--- src/rtl/emif_tx_responder_if.sv ---
// emif_tx_responder_if: bundle of EMIF pad-side and register-bank-side signals
// for the EMIF read responder. The responder connects through the slave
// modport; the DSP pads and register bank (or a bench) use master.
interface emif_tx_responder_if #(
  parameter int DATA_WIDTH = 16,
  parameter int ADDR_WIDTH = 8
);
  // DSP pad side
  logic                  emif_cs_n_i;
  logic                  emif_oe_n_i;
  logic [ADDR_WIDTH-1:0] emif_addr_i;
  logic [DATA_WIDTH-1:0] emif_data_o;
  logic                  emif_data_oe_o;
  // register bank side
  logic                  rd_req_o;
  logic [ADDR_WIDTH-1:0] rd_addr_o;
  logic [DATA_WIDTH-1:0] rd_data_i;
  logic                  rd_ack_i;
  // status
  logic                  busy_o;
  logic                  err_o;
  logic                  err_clr_i;

  modport slave (
    input  emif_cs_n_i, emif_oe_n_i, emif_addr_i,
    output emif_data_o, emif_data_oe_o,
    output rd_req_o, rd_addr_o,
    input  rd_data_i, rd_ack_i,
    output busy_o, err_o,
    input  err_clr_i
  );

  modport master (
    output emif_cs_n_i, emif_oe_n_i, emif_addr_i,
    input  emif_data_o, emif_data_oe_o,
    input  rd_req_o, rd_addr_o,
    output rd_data_i, rd_ack_i,
    input  busy_o, err_o,
    output err_clr_i
  );
endinterface

--- src/rtl/emif_tx_responder.sv ---
// emif_tx_responder: serves asynchronous DSP EMIF read cycles.
// Synchronizes CS/OE, fetches one word from the register bank over a req/ack
// handshake and drives it onto the pads until the DSP releases the strobe.
// Optional feature macro: EMIF_TX_TIMEOUT_EN (REQ timeout with sticky err_o).
module emif_tx_responder #(
  parameter int                    DATA_WIDTH   = 16,
  parameter int                    ADDR_WIDTH   = 8,
  parameter int                    SYNC_STEPS   = 2,
  parameter int                    TIMEOUT      = 15,
  parameter logic [DATA_WIDTH-1:0] TIMEOUT_DATA = DATA_WIDTH'(16'hDEAD)
) (
  input logic                clk_i,
  input logic                reset_i,
  emif_tx_responder_if.slave bus
);
  // A single flop is not a synchronizer; clamp the depth to at least 2.
  localparam int SYNC_N = (SYNC_STEPS < 2) ? 2 : SYNC_STEPS;

  typedef enum logic [1:0] {IDLE, REQ, DRIVE} state_t;

  state_t                state;
  logic [SYNC_N-1:0]     cs_sync;
  logic [SYNC_N-1:0]     oe_sync;
  logic                  s_act;
  logic                  s_act_d;
  logic                  start;

  logic [DATA_WIDTH-1:0] data_q;
  logic                  data_oe_q;
  logic                  rd_req_q;
  logic [ADDR_WIDTH-1:0] rd_addr_q;
  logic                  busy_q;

  // Strobes are synchronized in active-high form so reset (all zero) means
  // "strobe inactive" and a strobe held through reset is seen as a fresh edge.
  always_ff @(posedge clk_i) begin
    if (reset_i) begin
      cs_sync <= '0;
      oe_sync <= '0;
      s_act_d <= 1'b0;
    end else begin
      cs_sync <= {cs_sync[SYNC_N-2:0], ~bus.emif_cs_n_i};
      oe_sync <= {oe_sync[SYNC_N-2:0], ~bus.emif_oe_n_i};
      s_act_d <= s_act;
    end
  end

  assign s_act = cs_sync[SYNC_N-1] & oe_sync[SYNC_N-1];
  // Rising edge only: a strobe held after a read never retriggers.
  assign start = s_act & ~s_act_d;

`ifdef EMIF_TX_TIMEOUT_EN
  localparam int TO_N  = (TIMEOUT < 1) ? 1 : TIMEOUT;
  localparam int CNT_W = $clog2(TO_N + 1);

  logic [CNT_W-1:0] to_cnt;
  logic             err_q;

  // Read FSM with timeout; counter counts completed REQ cycles, the
  // TO_N-th REQ cycle without ack substitutes TIMEOUT_DATA.
  always_ff @(posedge clk_i) begin
    if (reset_i) begin
      state     <= IDLE;
      data_q    <= '0;
      data_oe_q <= 1'b0;
      rd_req_q  <= 1'b0;
      rd_addr_q <= '0;
      busy_q    <= 1'b0;
      to_cnt    <= '0;
      err_q     <= 1'b0;
    end else begin
      // clear first so a timeout set later in this block wins
      if (bus.err_clr_i) err_q <= 1'b0;
      case (state)
        IDLE: begin
          if (start) begin
            state     <= REQ;
            busy_q    <= 1'b1;
            rd_req_q  <= 1'b1;
            rd_addr_q <= bus.emif_addr_i;
            to_cnt    <= '0;
          end
        end
        REQ: begin
          if (!s_act) begin
            state    <= IDLE;
            busy_q   <= 1'b0;
            rd_req_q <= 1'b0;
          end else if (bus.rd_ack_i) begin
            state     <= DRIVE;
            data_q    <= bus.rd_data_i;
            data_oe_q <= 1'b1;
            rd_req_q  <= 1'b0;
          end else if (to_cnt == CNT_W'(TO_N - 1)) begin
            state     <= DRIVE;
            data_q    <= TIMEOUT_DATA;
            data_oe_q <= 1'b1;
            rd_req_q  <= 1'b0;
            err_q     <= 1'b1;
          end else begin
            to_cnt <= to_cnt + 1'b1;
          end
        end
        DRIVE: begin
          if (!s_act) begin
            state     <= IDLE;
            busy_q    <= 1'b0;
            data_oe_q <= 1'b0;
          end
        end
        default: begin
          state     <= IDLE;
          busy_q    <= 1'b0;
          rd_req_q  <= 1'b0;
          data_oe_q <= 1'b0;
        end
      endcase
    end
  end

  assign bus.err_o = err_q;
`else
  // Read FSM without timeout: REQ waits for ack or DSP abort.
  always_ff @(posedge clk_i) begin
    if (reset_i) begin
      state     <= IDLE;
      data_q    <= '0;
      data_oe_q <= 1'b0;
      rd_req_q  <= 1'b0;
      rd_addr_q <= '0;
      busy_q    <= 1'b0;
    end else begin
      case (state)
        IDLE: begin
          if (start) begin
            state     <= REQ;
            busy_q    <= 1'b1;
            rd_req_q  <= 1'b1;
            rd_addr_q <= bus.emif_addr_i;
          end
        end
        REQ: begin
          if (!s_act) begin
            state    <= IDLE;
            busy_q   <= 1'b0;
            rd_req_q <= 1'b0;
          end else if (bus.rd_ack_i) begin
            state     <= DRIVE;
            data_q    <= bus.rd_data_i;
            data_oe_q <= 1'b1;
            rd_req_q  <= 1'b0;
          end
        end
        DRIVE: begin
          if (!s_act) begin
            state     <= IDLE;
            busy_q    <= 1'b0;
            data_oe_q <= 1'b0;
          end
        end
        default: begin
          state     <= IDLE;
          busy_q    <= 1'b0;
          rd_req_q  <= 1'b0;
          data_oe_q <= 1'b0;
        end
      endcase
    end
  end

  // Timeout hardware absent: error flag tied low, clear and timeout knobs unused.
  logic                  unused_err_clr;
  logic [DATA_WIDTH-1:0] unused_timeout_cfg;
  assign unused_err_clr     = bus.err_clr_i;
  assign unused_timeout_cfg = TIMEOUT_DATA ^ DATA_WIDTH'(TIMEOUT);
  assign bus.err_o          = 1'b0;
`endif

  assign bus.emif_data_o    = data_q;
  assign bus.emif_data_oe_o = data_oe_q;
  assign bus.rd_req_o       = rd_req_q;
  assign bus.rd_addr_o      = rd_addr_q;
  assign bus.busy_o         = busy_q;

endmodule

--- src/flat_wrapper.sv ---
// flat-port wrapper written by rule: the top's interface ports become plain ports
module emif_tx_responder_flat 
#(
  parameter int                    DATA_WIDTH   = 16,
  parameter int                    ADDR_WIDTH   = 8,
  parameter int                    SYNC_STEPS   = 2,
  parameter int                    TIMEOUT      = 15,
  parameter logic [DATA_WIDTH-1:0] TIMEOUT_DATA = DATA_WIDTH'(16'hDEAD)
)
  (clk_i, reset_i, bus_emif_cs_n_i, bus_emif_oe_n_i, bus_emif_addr_i, bus_emif_data_o, bus_emif_data_oe_o, bus_rd_req_o, bus_rd_addr_o, bus_rd_data_i, bus_rd_ack_i, bus_busy_o, bus_err_o, bus_err_clr_i);
  emif_tx_responder_if #(.DATA_WIDTH(DATA_WIDTH), .ADDR_WIDTH(ADDR_WIDTH)) bus_i ();
  input logic clk_i;
  input logic reset_i;
  input wire logic [$bits(bus_i.emif_cs_n_i)-1:0] bus_emif_cs_n_i;
  input wire logic [$bits(bus_i.emif_oe_n_i)-1:0] bus_emif_oe_n_i;
  input wire logic [$bits(bus_i.emif_addr_i)-1:0] bus_emif_addr_i;
  output wire logic [$bits(bus_i.emif_data_o)-1:0] bus_emif_data_o;
  output wire logic [$bits(bus_i.emif_data_oe_o)-1:0] bus_emif_data_oe_o;
  output wire logic [$bits(bus_i.rd_req_o)-1:0] bus_rd_req_o;
  output wire logic [$bits(bus_i.rd_addr_o)-1:0] bus_rd_addr_o;
  input wire logic [$bits(bus_i.rd_data_i)-1:0] bus_rd_data_i;
  input wire logic [$bits(bus_i.rd_ack_i)-1:0] bus_rd_ack_i;
  output wire logic [$bits(bus_i.busy_o)-1:0] bus_busy_o;
  output wire logic [$bits(bus_i.err_o)-1:0] bus_err_o;
  input wire logic [$bits(bus_i.err_clr_i)-1:0] bus_err_clr_i;
  assign bus_i.emif_cs_n_i = bus_emif_cs_n_i;
  assign bus_i.emif_oe_n_i = bus_emif_oe_n_i;
  assign bus_i.emif_addr_i = bus_emif_addr_i;
  assign bus_emif_data_o = bus_i.emif_data_o;
  assign bus_emif_data_oe_o = bus_i.emif_data_oe_o;
  assign bus_rd_req_o = bus_i.rd_req_o;
  assign bus_rd_addr_o = bus_i.rd_addr_o;
  assign bus_i.rd_data_i = bus_rd_data_i;
  assign bus_i.rd_ack_i = bus_rd_ack_i;
  assign bus_busy_o = bus_i.busy_o;
  assign bus_err_o = bus_i.err_o;
  assign bus_i.err_clr_i = bus_err_clr_i;
  emif_tx_responder #(.DATA_WIDTH(DATA_WIDTH), .ADDR_WIDTH(ADDR_WIDTH), .SYNC_STEPS(SYNC_STEPS), .TIMEOUT(TIMEOUT), .TIMEOUT_DATA(TIMEOUT_DATA)) u_core (.clk_i(clk_i), .reset_i(reset_i), .bus(bus_i));
endmodule
--- config.mk ---
export PLATFORM = sky130hd
export DESIGN_NAME = emif_tx_responder_flat
export DESIGN_NICKNAME = d
export VERILOG_FILES = /design/src/rtl/emif_tx_responder_if.sv /design/src/rtl/emif_tx_responder.sv /design/src/flat_wrapper.sv
export SDC_FILE = /design/constraint.sdc
export NUM_CORES = 1
export LEC_CHECK = 0
export ABC_AREA = 1
export BUFFER_PORTS_ARGS = -buffer_cell sky130_fd_sc_hd__buf_4
export CAP_MARGIN = 20
export CORE_MARGIN = 3
export CORE_UTILIZATION = 48
export CTS_BUF_LIST = sky130_fd_sc_hd__clkbuf_2 sky130_fd_sc_hd__clkbuf_4 sky130_fd_sc_hd__clkbuf_8
export DETAILED_ROUTE_END_ITERATION = 6
export PLACE_DENSITY = 0.81
export SLEW_MARGIN = 15
export SYNTH_ARGS = -nofsm -noshare
export SYNTH_HDL_FRONTEND = slang
export SYNTH_SLANG_ARGS = --single-unit
--- constraint.sdc ---
create_clock -name clk_i -period 1.6 [get_ports clk_i]
set_input_delay 0.48 -clock clk_i [delete_from_list [all_inputs] [get_ports clk_i]]
set_output_delay 0.48 -clock clk_i [all_outputs]
set_load 0.05 [all_outputs]
==> results of run 1 <==
metal layers:
metal  track usage  wire (um)  vias to the layer above  part of all wire
li1              -          -                      636                 -
met1         0.219       1190                      536              0.42
met2         0.285       1390                       41              0.49
met3        0.0490        194                        8             0.068
met4         0.116         64                        0             0.023
met5             0          0                        -                 0
metrics by stage:
| stage | instances | power [mW] | utilization |
|---|---|---|---|
| after floorplan | 165 | 0.998 | - |
| after global placement | 245 | 1.07 | 0.674 |
| after detailed placement | 245 | 1.08 | 0.674 |
| after CTS | 253 | 1.64 | 0.705 |
| after global routing | 253 | 1.70 | 0.705 |
| final | 253 | 1.62 | 0.705 |
worst paths after layout:
check                                        from                      end  slack (ns)  cells past startpoint
worst max-delay path              u_core.state[0]  u_core.bus.rd_addr_o[4]        0.19                      7
worst min-delay path              bus_emif_cs_n_i        u_core.cs_sync[0]        0.29                      2
worst max register to register    u_core.state[0]  u_core.bus.rd_addr_o[4]        0.19                      7
worst min register to register  u_core.cs_sync[0]        u_core.cs_sync[1]        0.41                      2
worst max-delay path: stages, from the launching register on:
cell,delay [ns]
dfxtp_1,0.34
inv_1,0.09
ha_1,0.19
inv_1,0.08
nor2_4,0.24
inv_1,0.18
nor2_1,0.12
nor2_1,0.05
cell usage after synthesis:
library cell / count / area share
nor2_1: 57 / 0.16
dfxtp_1: 34 / 0.52
o21ai_0: 20 / 0.076
inv_1: 11 / 0.031
nand2_1: 11 / 0.031
o21ai_1: 6 / 0.023
nand3_1: 5 / 0.019
a21oi_1: 3 / 0.011
buf_2: 3 / 0.011
ha_1: 3 / 0.029
a31oi_1: 2 / 0.0095
buf_12: 1 / 0.015
buf_4: 1 / 0.0057
buf_6: 1 / 0.0086
conb_1: 1 / 0.0029
inv_4: 1 / 0.0048
inv_6: 1 / 0.0067
nand2_2: 1 / 0.0048
nand3_4: 1 / 0.013
nor2_2: 1 / 0.0048
nor2_4: 1 / 0.0086
flip-flops by register name, summed over array words and instances, names as in the netlist:
register,flops
u_core.bus.busy_o,1
u_core.cs_sync,2
u_core.state,2
u_core.bus.rd_addr_o,8
u_core.s_act_d,1
u_core.bus.rd_req_o,1
u_core.bus.emif_data_o,16
u_core.oe_sync,2
u_core.bus.emif_data_oe_o,1
cell type report:
| type | instances | share of cell area |
|---|---|---|
| Inverter | 13 | 0.0314 |
| Tap cell | 30 | 0.0209 |
| Sequential cell | 34 | 0.379 |
| Timing Repair Buffer | 56 | 0.234 |
| Multi-Input combinational cell | 112 | 0.290 |
| Clock buffer | 8 | 0.0439 |
where the power goes:
part / internal (mW) / switching [mW]
Clock: 0.300 / 0.263
Combinational: 0.0844 / 0.101
Sequential: 0.862 / 0.00878
Total: 1.25 / 0.373
logic make-up after synthesis:
| group | Yosys count |
|---|---|
| AO/OA/AOI/OAI | 31 |
| buffers and inverters | 19 |
| adder cells (fa/ha/maj) | 3 |
| flip-flops | 34 |
| AND/OR/NAND/NOR | 77 |
| other | 1 |
==> out/qor.txt, run 1 <==
# DRC - 0
TritonRoute pass-1 iters - 4
# fillers - 216
Vias/cell - 4.83
syn_area_per_cell - 7.95 um2
min Tclk post-route - 1.41 ns
Post-Synth Simple-Gate Area - 0.245
setup TNS - 0 ns
TritonCTS clock tree - yes
leading cell type in the layout, fill and taps excluded - nor2_1
DR vias - 1221
final hold vios - 0
Num CTS Buffers - 5
Core Footprint - 0.00254 mm2
xor and xnor area share after synthesis - 0
final setup margin - 0.193 ns
Total GRT Usage - 0.182
Synth Instances - 165
Adder-Cell Fraction of Synth Area - 0.0286
maximum VDD drop - 0.814 mV
die width - 58.3 um
leakage - 0.830 nW
final WL - 2.84 mm
# diodes - 0
WP data arrival - 1.63 ns
IO Count - 58
maximum clock rate - 0.711 GHz
Tcrit/Tclk final - 0.879
GPL Wtd Cong - 0.864
CP Launch Type - register
Final nets - 255
largest net degree at the start of global routing - 28
Rows - 18
Max clock buf depth - 2
multi-input logic area - 520 um2
setup bufs post-CTS - 0
mux share of post-synthesis cell area - 0
warnings from Yosys - 0
H-Tree Depth - 2
global-route wire length before repair - 4.63 mm
CP Max Fanout - 10
hold_ws - 0.293 ns
Netlist Area Pre-Place - 0.00131 mm2
most frequent cells in the layout - 57 x nor2_1, 56 x buf_4, 34 x dfxtp_1
synthesized flop and latch total - 34
post-cts sizing count - 0
initial core utilization - 0.515
Worst Setup End Kind - register
Buffers on Ports - 55
die height - 58.3 um
critical path required time - 1.82 ns
Area growth, synth to finish - 36.8%
Synth cell types - 21
ANT nets after route - 0
Reg area - 681 um2
status - completed
antenna violations before repair - 0
Sink Count - 34
Iteration-0 DRC Markers - 72
hold_buf cts - 0
Hold WC Path Type - primary input to register
total of max-cap violations - 0
count of pins over their slew limit - 0
GRT Residual Overflow - 0
Die ar. - 0.00339 mm2
Layout Skew - 0.00850 ns
setup slack at placement - 0.223 ns
Cell Area, Placed - 0.00172 mm2
sequential fraction of the synthesis area - 0.519
number of global-route vias before repair - 1092
main combinational cell family by area after synthesis - simple AND/OR/NAND/NOR gates
dpl hpwl - 2.14 mm
fin area - 0.00179 mm2
WL/cell - 11.2 um
layout cell share with drive strength beyond 1 - 0.314
Synth Area in Compound Gates - 0.120
unrepaired setup endpoints after global routing - no
syn nets - 198
worst skew pair latency - 0.33 ns
root buf cell - clkbuf_4
final setup fails - 0
Crit Path Category - register to register
clock slew at reported path FFs - 0.10 ns
PwrDens - 903 mW/mm2
Note: power is estimated with default switching activity, not from simulation.
==> run 2: changes to the inputs <==
--- a/config.mk
+++ b/config.mk
@@ -9,10 +9,10 @@
 export BUFFER_PORTS_ARGS = -buffer_cell sky130_fd_sc_hd__buf_4
 export CAP_MARGIN = 20
 export CORE_MARGIN = 3
-export CORE_UTILIZATION = 48
+export CORE_UTILIZATION = 45
 export CTS_BUF_LIST = sky130_fd_sc_hd__clkbuf_2 sky130_fd_sc_hd__clkbuf_4 sky130_fd_sc_hd__clkbuf_8
 export DETAILED_ROUTE_END_ITERATION = 6
-export PLACE_DENSITY = 0.81
+export PLACE_DENSITY = 0.77
 export SLEW_MARGIN = 15
 export SYNTH_ARGS = -nofsm -noshare
 export SYNTH_HDL_FRONTEND = slang
==> run 2 against run 1 <==
Against the previous run: count of clock-buffer cells in the layout down 1; hold slack better by 0.0013 ns; first-iteration DRC count up 65%; global-route usage down 2.3 points; register-to-register slack worse by 0.02 ns; sequential share of layout area up 0.56 points; power down 6.5%; routed wire length down 3.6%; non-clock buffer count unchanged; die area up 6.0%; combinational power about the same.
==> out/qor.txt, run 2 (same netlist as run 1, synthesis figures left out) <==
status - completed
Worst path slowest cell - dfxtp_1
Comb pwr share - 0.123 (+0.008)
clock slew at reported path FFs - 0.09 ns (about the same)
Layout Skew - 0.00801 ns (-0.000488 ns)
antenna violations before repair - 0 (unchanged)
Die ar. - 0.00360 mm2 (+6.0%)
WL/cell - 10.8 um (-3.2%)
crit path cell chain - inv_1 > ha_1 > inv_1 > nor2_2 > o21ai_1 > nand2_1 > a21oi_1
Iteration-0 DRC Markers - 119 (+65%)
min Tclk post-route - 1.43 ns (+0.0213 ns)
root buf cell - clkbuf_4
most frequent cells in the layout - 57 x nor2_1, 56 x buf_4, 34 x dfxtp_1
Core Footprint - 0.00261 mm2 (+2.7%)
Clk pwr share - 0.301 (-0.047)
GRT Residual Overflow - 0 (unchanged)
final setup fails - 0 (unchanged)
fin area - 0.00177 mm2 (-1.5%)
Crit Path Category - register to register
Max clock buf depth - 2 (unchanged)
IO Count - 58 (unchanged)
Net Sw Frac - 0.244 (+0.0133)
PwrDens - 857 mW/mm2 (-5.1%)
count of pins over their slew limit - 0 (unchanged)
total of max-cap violations - 0 (unchanged)
final hold vios - 0 (unchanged)
setup TNS - 0 ns (unchanged)
CP Max Fanout - 4 (-6)
setup bufs post-CTS - 0 (unchanged)
worst skew pair latency - 0.33 ns (about the same)
CP most frequent cell - inv_1
WP data arrival - 1.69 ns (+0.06 ns)
Pint - 1.15 mW (-8.1%)
largest net degree at the start of global routing - 28 (unchanged)
Net Switching - 0.369 mW (-1.1%)
Seq pwr share - 0.575 (+0.037)
layout cell share with drive strength beyond 1 - 0.311 (-0.00309)
Num CTS Buffers - 5 (unchanged)
critical path required time - 1.86 ns (+0.04 ns)
post-cts sizing count - 0 (unchanged)
Sink Count - 34 (unchanged)
Area growth, synth to finish - 34.8%
H-Tree Depth - 2 (unchanged)
Final nets - 255 (unchanged)
maximum clock rate - 0.700 GHz (-1.5%)
TritonRoute pass-1 iters - 4 (unchanged)
die width - 60.0 um (+2.9%)
maximum VDD drop - 0.688 mV (-16%)
max reg flops - 16 (unchanged)
dpl hpwl - 2.03 mm (-5.5%)
die height - 60.0 um (+2.9%)
DR vias - 1213 (-0.66%)
hold_buf cts - 0 (unchanged)
final WL - 2.73 mm (-3.6%)
Cell Area, Placed - 0.00172 mm2 (unchanged)
Vias/cell - 4.81 (-0.26%)
initial core utilization - 0.502 (-0.0133)
number of global-route vias before repair - 1059 (-3.0%)
TritonCTS clock tree - yes
GPL Wtd Cong - 0.793 (-8.3%)
CP Launch Type - register
leakage - 0.818 nW (-1.5%)
leading cell type in the layout, fill and taps excluded - nor2_1
Critical Path Max Stage Delay - 0.38 ns (+0.04 ns)
Hold WC Path Type - primary input to register
# DRC - 0 (unchanged)
unrepaired setup endpoints after global routing - no
# diodes - 0 (unchanged)
Buffers on Ports - 55 (unchanged)
Rows - 18 (unchanged)
Tcrit/Tclk final - 0.893 (+0.0133)
global-route wire length before repair - 4.37 mm (-5.7%)
ANT nets after route - 0 (unchanged)
Worst Setup End Kind - register
Total GRT Usage - 0.159 (-0.0226)
## run 2: layout make-up
| class | count | area (um2) |
|---|---|---|
| Clock buffer | 7 | 52.6 |
| Inverter | 13 | 56.3 |
| Sequential cell | 34 | 681 |
| Fill cell | 227 | 845 |
| Timing Repair Buffer | 56 | 420 |
| Tap cell | 30 | 37.5 |
| Multi-Input combinational cell | 112 | 520 |
## run 2: worst max-delay path, delay by kind of cell (launching register included)
| family | cells | cell delay (ns) |
|---|---|---|
| buf+inv | 2 | 0.19 |
| flops | 1 | 0.38 |
| fa+ha+maj | 1 | 0.25 |
| simple gates | 2 | 0.16 |
| compound gates | 2 | 0.37 |
## run 2: metrics by stage
step / hold slack (ns) / setup slack, ns / cells / util / total power, mW
after floorplan: 0.388 / 0.401 / 165 / - / 0.998
after global placement: 0.390 / 0.274 / 245 / 0.657 / 1.07
after detailed placement: 0.398 / 0.228 / 245 / 0.657 / 1.08
after CTS: 0.274 / 0.185 / 252 / 0.677 / 1.53
after global routing: 0.272 / 0.0570 / 252 / 0.677 / 1.59
final: 0.294 / 0.172 / 252 / 0.677 / 1.51
## run 2: metal layers
layer  global-route usage  share of wire
met1                0.202           0.42
met5                    0              0
met3               0.0648           0.11
met4               0.0475          0.013
met2                0.247           0.45
## run 2: path summary, 6_finish.rpt
check,start,to,slack [ns],cells past startpoint
min reg2reg,u_core.oe_sync[0],u_core.oe_sync[1],0.41,2
min,bus_emif_oe_n_i,u_core.oe_sync[0],0.29,2
max,u_core.state[1],u_core.state[0],0.17,7
max reg2reg,u_core.state[1],u_core.state[0],0.17,7
## run 2: power groups by stage
stage	clock, mW	sequential [mW]	combinational, mW
6_report	0.456	0.872	0.187
2_1_floorplan	0	0.915	0.0833
5_1_grt	0.513	0.874	0.206
3_3_place_gp	0	0.890	0.181
4_1_cts	0.475	0.871	0.187
3_5_place_dp	0	0.891	0.186
==> run 3: changes to the inputs <==
--- a/config.mk
+++ b/config.mk
@@ -8,7 +8,7 @@
 export ABC_AREA = 1
 export BUFFER_PORTS_ARGS = -buffer_cell sky130_fd_sc_hd__buf_4
 export CAP_MARGIN = 20
-export CORE_MARGIN = 3
+export CORE_ASPECT_RATIO = 1.1
 export CORE_UTILIZATION = 45
 export CTS_BUF_LIST = sky130_fd_sc_hd__clkbuf_2 sky130_fd_sc_hd__clkbuf_4 sky130_fd_sc_hd__clkbuf_8
 export DETAILED_ROUTE_END_ITERATION = 6
==> run 3 against run 2 <==
Against the previous run: power grew 3.2%; global-route usage grew 4.5 points; count of clock-buffer cells in the layout is the same; first-iteration DRC count shrank 72%; hold slack lost 0.011 ns; routed wire length grew 2.3%; die area shrank 13%; sequential power is essentially flat; register-to-register slack gained 0.06 ns; sequential cell count is the same; cell count grew 1.6%; utilization shrank 3.5 points.
==> out/qor.txt, run 3 (same netlist as run 1, synthesis figures left out) <==
reg2reg end - u_core.bus.rd_addr_o[3]
Core Footprint - 0.00278 mm2 (+6.3%)
met2 routed WL - 1.40 mm (+14%)
Net Switching - 0.387 mW (+5.0%)
Pint - 1.18 mW (+2.6%)
maximum clock rate - 0.724 GHz (+3.4%)
met3 WL - 203 um (-35%)
H-Tree Depth - 2 (unchanged)
CP Launch Type - register
count of pins over their slew limit - 0 (unchanged)
GRT Residual Overflow - 0 (unchanged)
max reg flops - 16 (unchanged)
# diodes - 0 (unchanged)
die height - 58.6 um (-2.3%)
GPL Wtd Cong - 0.884 (+12%)
Sink Count - 34 (unchanged)
setup TNS - 0 ns (unchanged)
dpl hpwl - 2.04 mm (+0.57%)
Net Sw Frac - 0.248 (+0.00415)
global-route wire length before repair - 4.56 mm (+4.4%)
TritonRoute pass-1 iters - 4 (unchanged)
WL/cell - 10.9 um (+0.67%)
Iteration-0 DRC Markers - 33 (-72%)
most frequent cells in the layout - 57 x nor2_1, 56 x buf_4, 34 x dfxtp_1
final hold vios - 0 (unchanged)
IO Count - 58 (unchanged)
Area growth, synth to finish - 36.0%
Hold WC Path Type - primary input to register
TritonCTS clock tree - yes
Num CTS Buffers - 5 (unchanged)
Cell Count, Final, Fillers Out - 256 (+1.6%)
Total GRT Usage - 0.204 (+0.0446)
maximum VDD drop - 0.597 mV (-13%)
min Tclk post-route - 1.38 ns (-0.0469 ns)
clock slew at reported path FFs - 0.10 ns (about the same)
Buffers on Ports - 55 (unchanged)
WP buf/inv - 1 (-1)
layout cell share with drive strength beyond 1 - 0.314 (+0.00309)
# fillers - 249 (+9.7%)
Top Family by Delay on Critical Path - flip-flops
Post-Route M1 WL - 1.14 mm (-1.6%)
Comb pwr share - 0.119 (-0.004)
WP data arrival - 0.90 ns (-0.79 ns)
Rows - 20 (+2)
Worst Setup End Kind - output pin
Worst path slowest cell - dfxtp_1
hold_ws - 0.284 ns (-0.0107 ns)
Critical Path Max Stage Delay - 0.36 ns (-0.02 ns)
antenna violations before repair - 0 (unchanged)
Vias/cell - 4.76 (-1.1%)
DR vias - 1219 (+0.49%)
root buf cell - clkbuf_4
unrepaired setup endpoints after global routing - no
Tcrit/Tclk final - 0.863 (-0.0293)
Crit Path Category - register to output pin
Hold Crit Endpoint - u_core.cs_sync[0]
Max clock buf depth - 2 (unchanged)
post-cts sizing count - 0 (unchanged)
Seq pwr share - 0.557 (-0.018)
worst skew pair latency - 0.34 ns (about the same)
top routing layer used - met4
total of max-cap violations - 0 (unchanged)
hold_buf cts - 0 (unchanged)
cells on worst reg2reg path - 7 (unchanged)
PwrDens - 877 mW/mm2 (+2.3%)
final setup fails - 0 (unchanged)
R2R setup slack - 0.23 ns (+0.06 ns)
# DRC - 0 (unchanged)
ANT nets after route - 0 (unchanged)
leakage - 0.824 nW (+0.79%)
worst hold start - bus_emif_cs_n_i
worst hold stages - 2 (unchanged)
final WL - 2.80 mm (+2.3%)
number of global-route vias before repair - 1091 (+3.0%)
crit path cell chain - buf_4
r2r startpoint - u_core.state[0]
initial core utilization - 0.472 (-0.0298)
status - completed
die width - 53.5 um (-11%)
largest net degree at the start of global routing - 28 (unchanged)
Inst Count DP - 248 (+1.2%)
Final nets - 255 (unchanged)
critical path required time - 1.12 ns (-0.74 ns)
setup bufs post-CTS - 0 (unchanged)
Clk pwr share - 0.324 (+0.023)
Layout Skew - 0.00592 ns (-0.00209 ns)
leading cell type in the layout, fill and taps excluded - nor2_1
Die ar. - 0.00313 mm2 (-13%)
CP Max Fanout - 2 (-2)
==> run 3: changes by cell type in the layout (fill, tap and decap cells not counted) <==
cell	change
clkinv_2	+1
clkbuf_8	+1
clkbuf_4	-1
==> run 3: final cells by class <==
cell class                 count  area [um2]  area share
multi-input combinational    112         520       0.292
tap                           33        41.3      0.0232
timing repair buffer          56         420       0.236
sequential                    34         681       0.382
clock inverter                 1        5.00     0.00281
clock buffer                   7        58.8      0.0330
inverter                      13        56.3      0.0316
==> run 3: stage by stage <==
stage                     area (um2)  total power [mW]  worst slack (ns)   util
after detailed placement        1720              1.08             0.244  0.619
after CTS                       1780              1.58             0.206  0.642
after floorplan                 1310             0.998             0.401      -
final                           1780              1.56             0.219  0.642
after global routing            1780              1.65            0.0724  0.642
after global placement          1720              1.07             0.301  0.619
==> run 3: worst max path at each step <==
stage,start,endpoint,slack [ns],depth (start not counted)
2_1_floorplan,u_core.state[1],u_core.state[1],0.40,8
3_3_place_gp,u_core.state[0],u_core.bus.rd_addr_o[4],0.30,7
3_5_place_dp,u_core.state[0],u_core.bus.rd_addr_o[4],0.24,7
4_1_cts,u_core.bus.emif_data_oe_o,bus_emif_data_oe_o,0.21,1
5_1_grt,u_core.state[0],u_core.bus.rd_addr_o[3],0.07,7
6_report,u_core.bus.emif_data_o[3],bus_emif_data_o[3],0.22,1
==> run 3: per-layer routing <==
layer | track usage | up-vias
met1 | 0.211 | 543
met4 | 0.0714 | 0
li1 | - | 633
met2 | 0.354 | 38
met3 | 0.0956 | 5
met5 | 0 | -
==> run 3: power groups by stage <==
stage          clock network, mW  logic (mW)  registers, mW
2_1_floorplan                  0      0.0833          0.915
3_3_place_gp                   0       0.181          0.890
3_5_place_dp                   0       0.186          0.891
4_1_cts                    0.525       0.187          0.871
5_1_grt                    0.568       0.207          0.874
6_report                   0.506       0.186          0.871
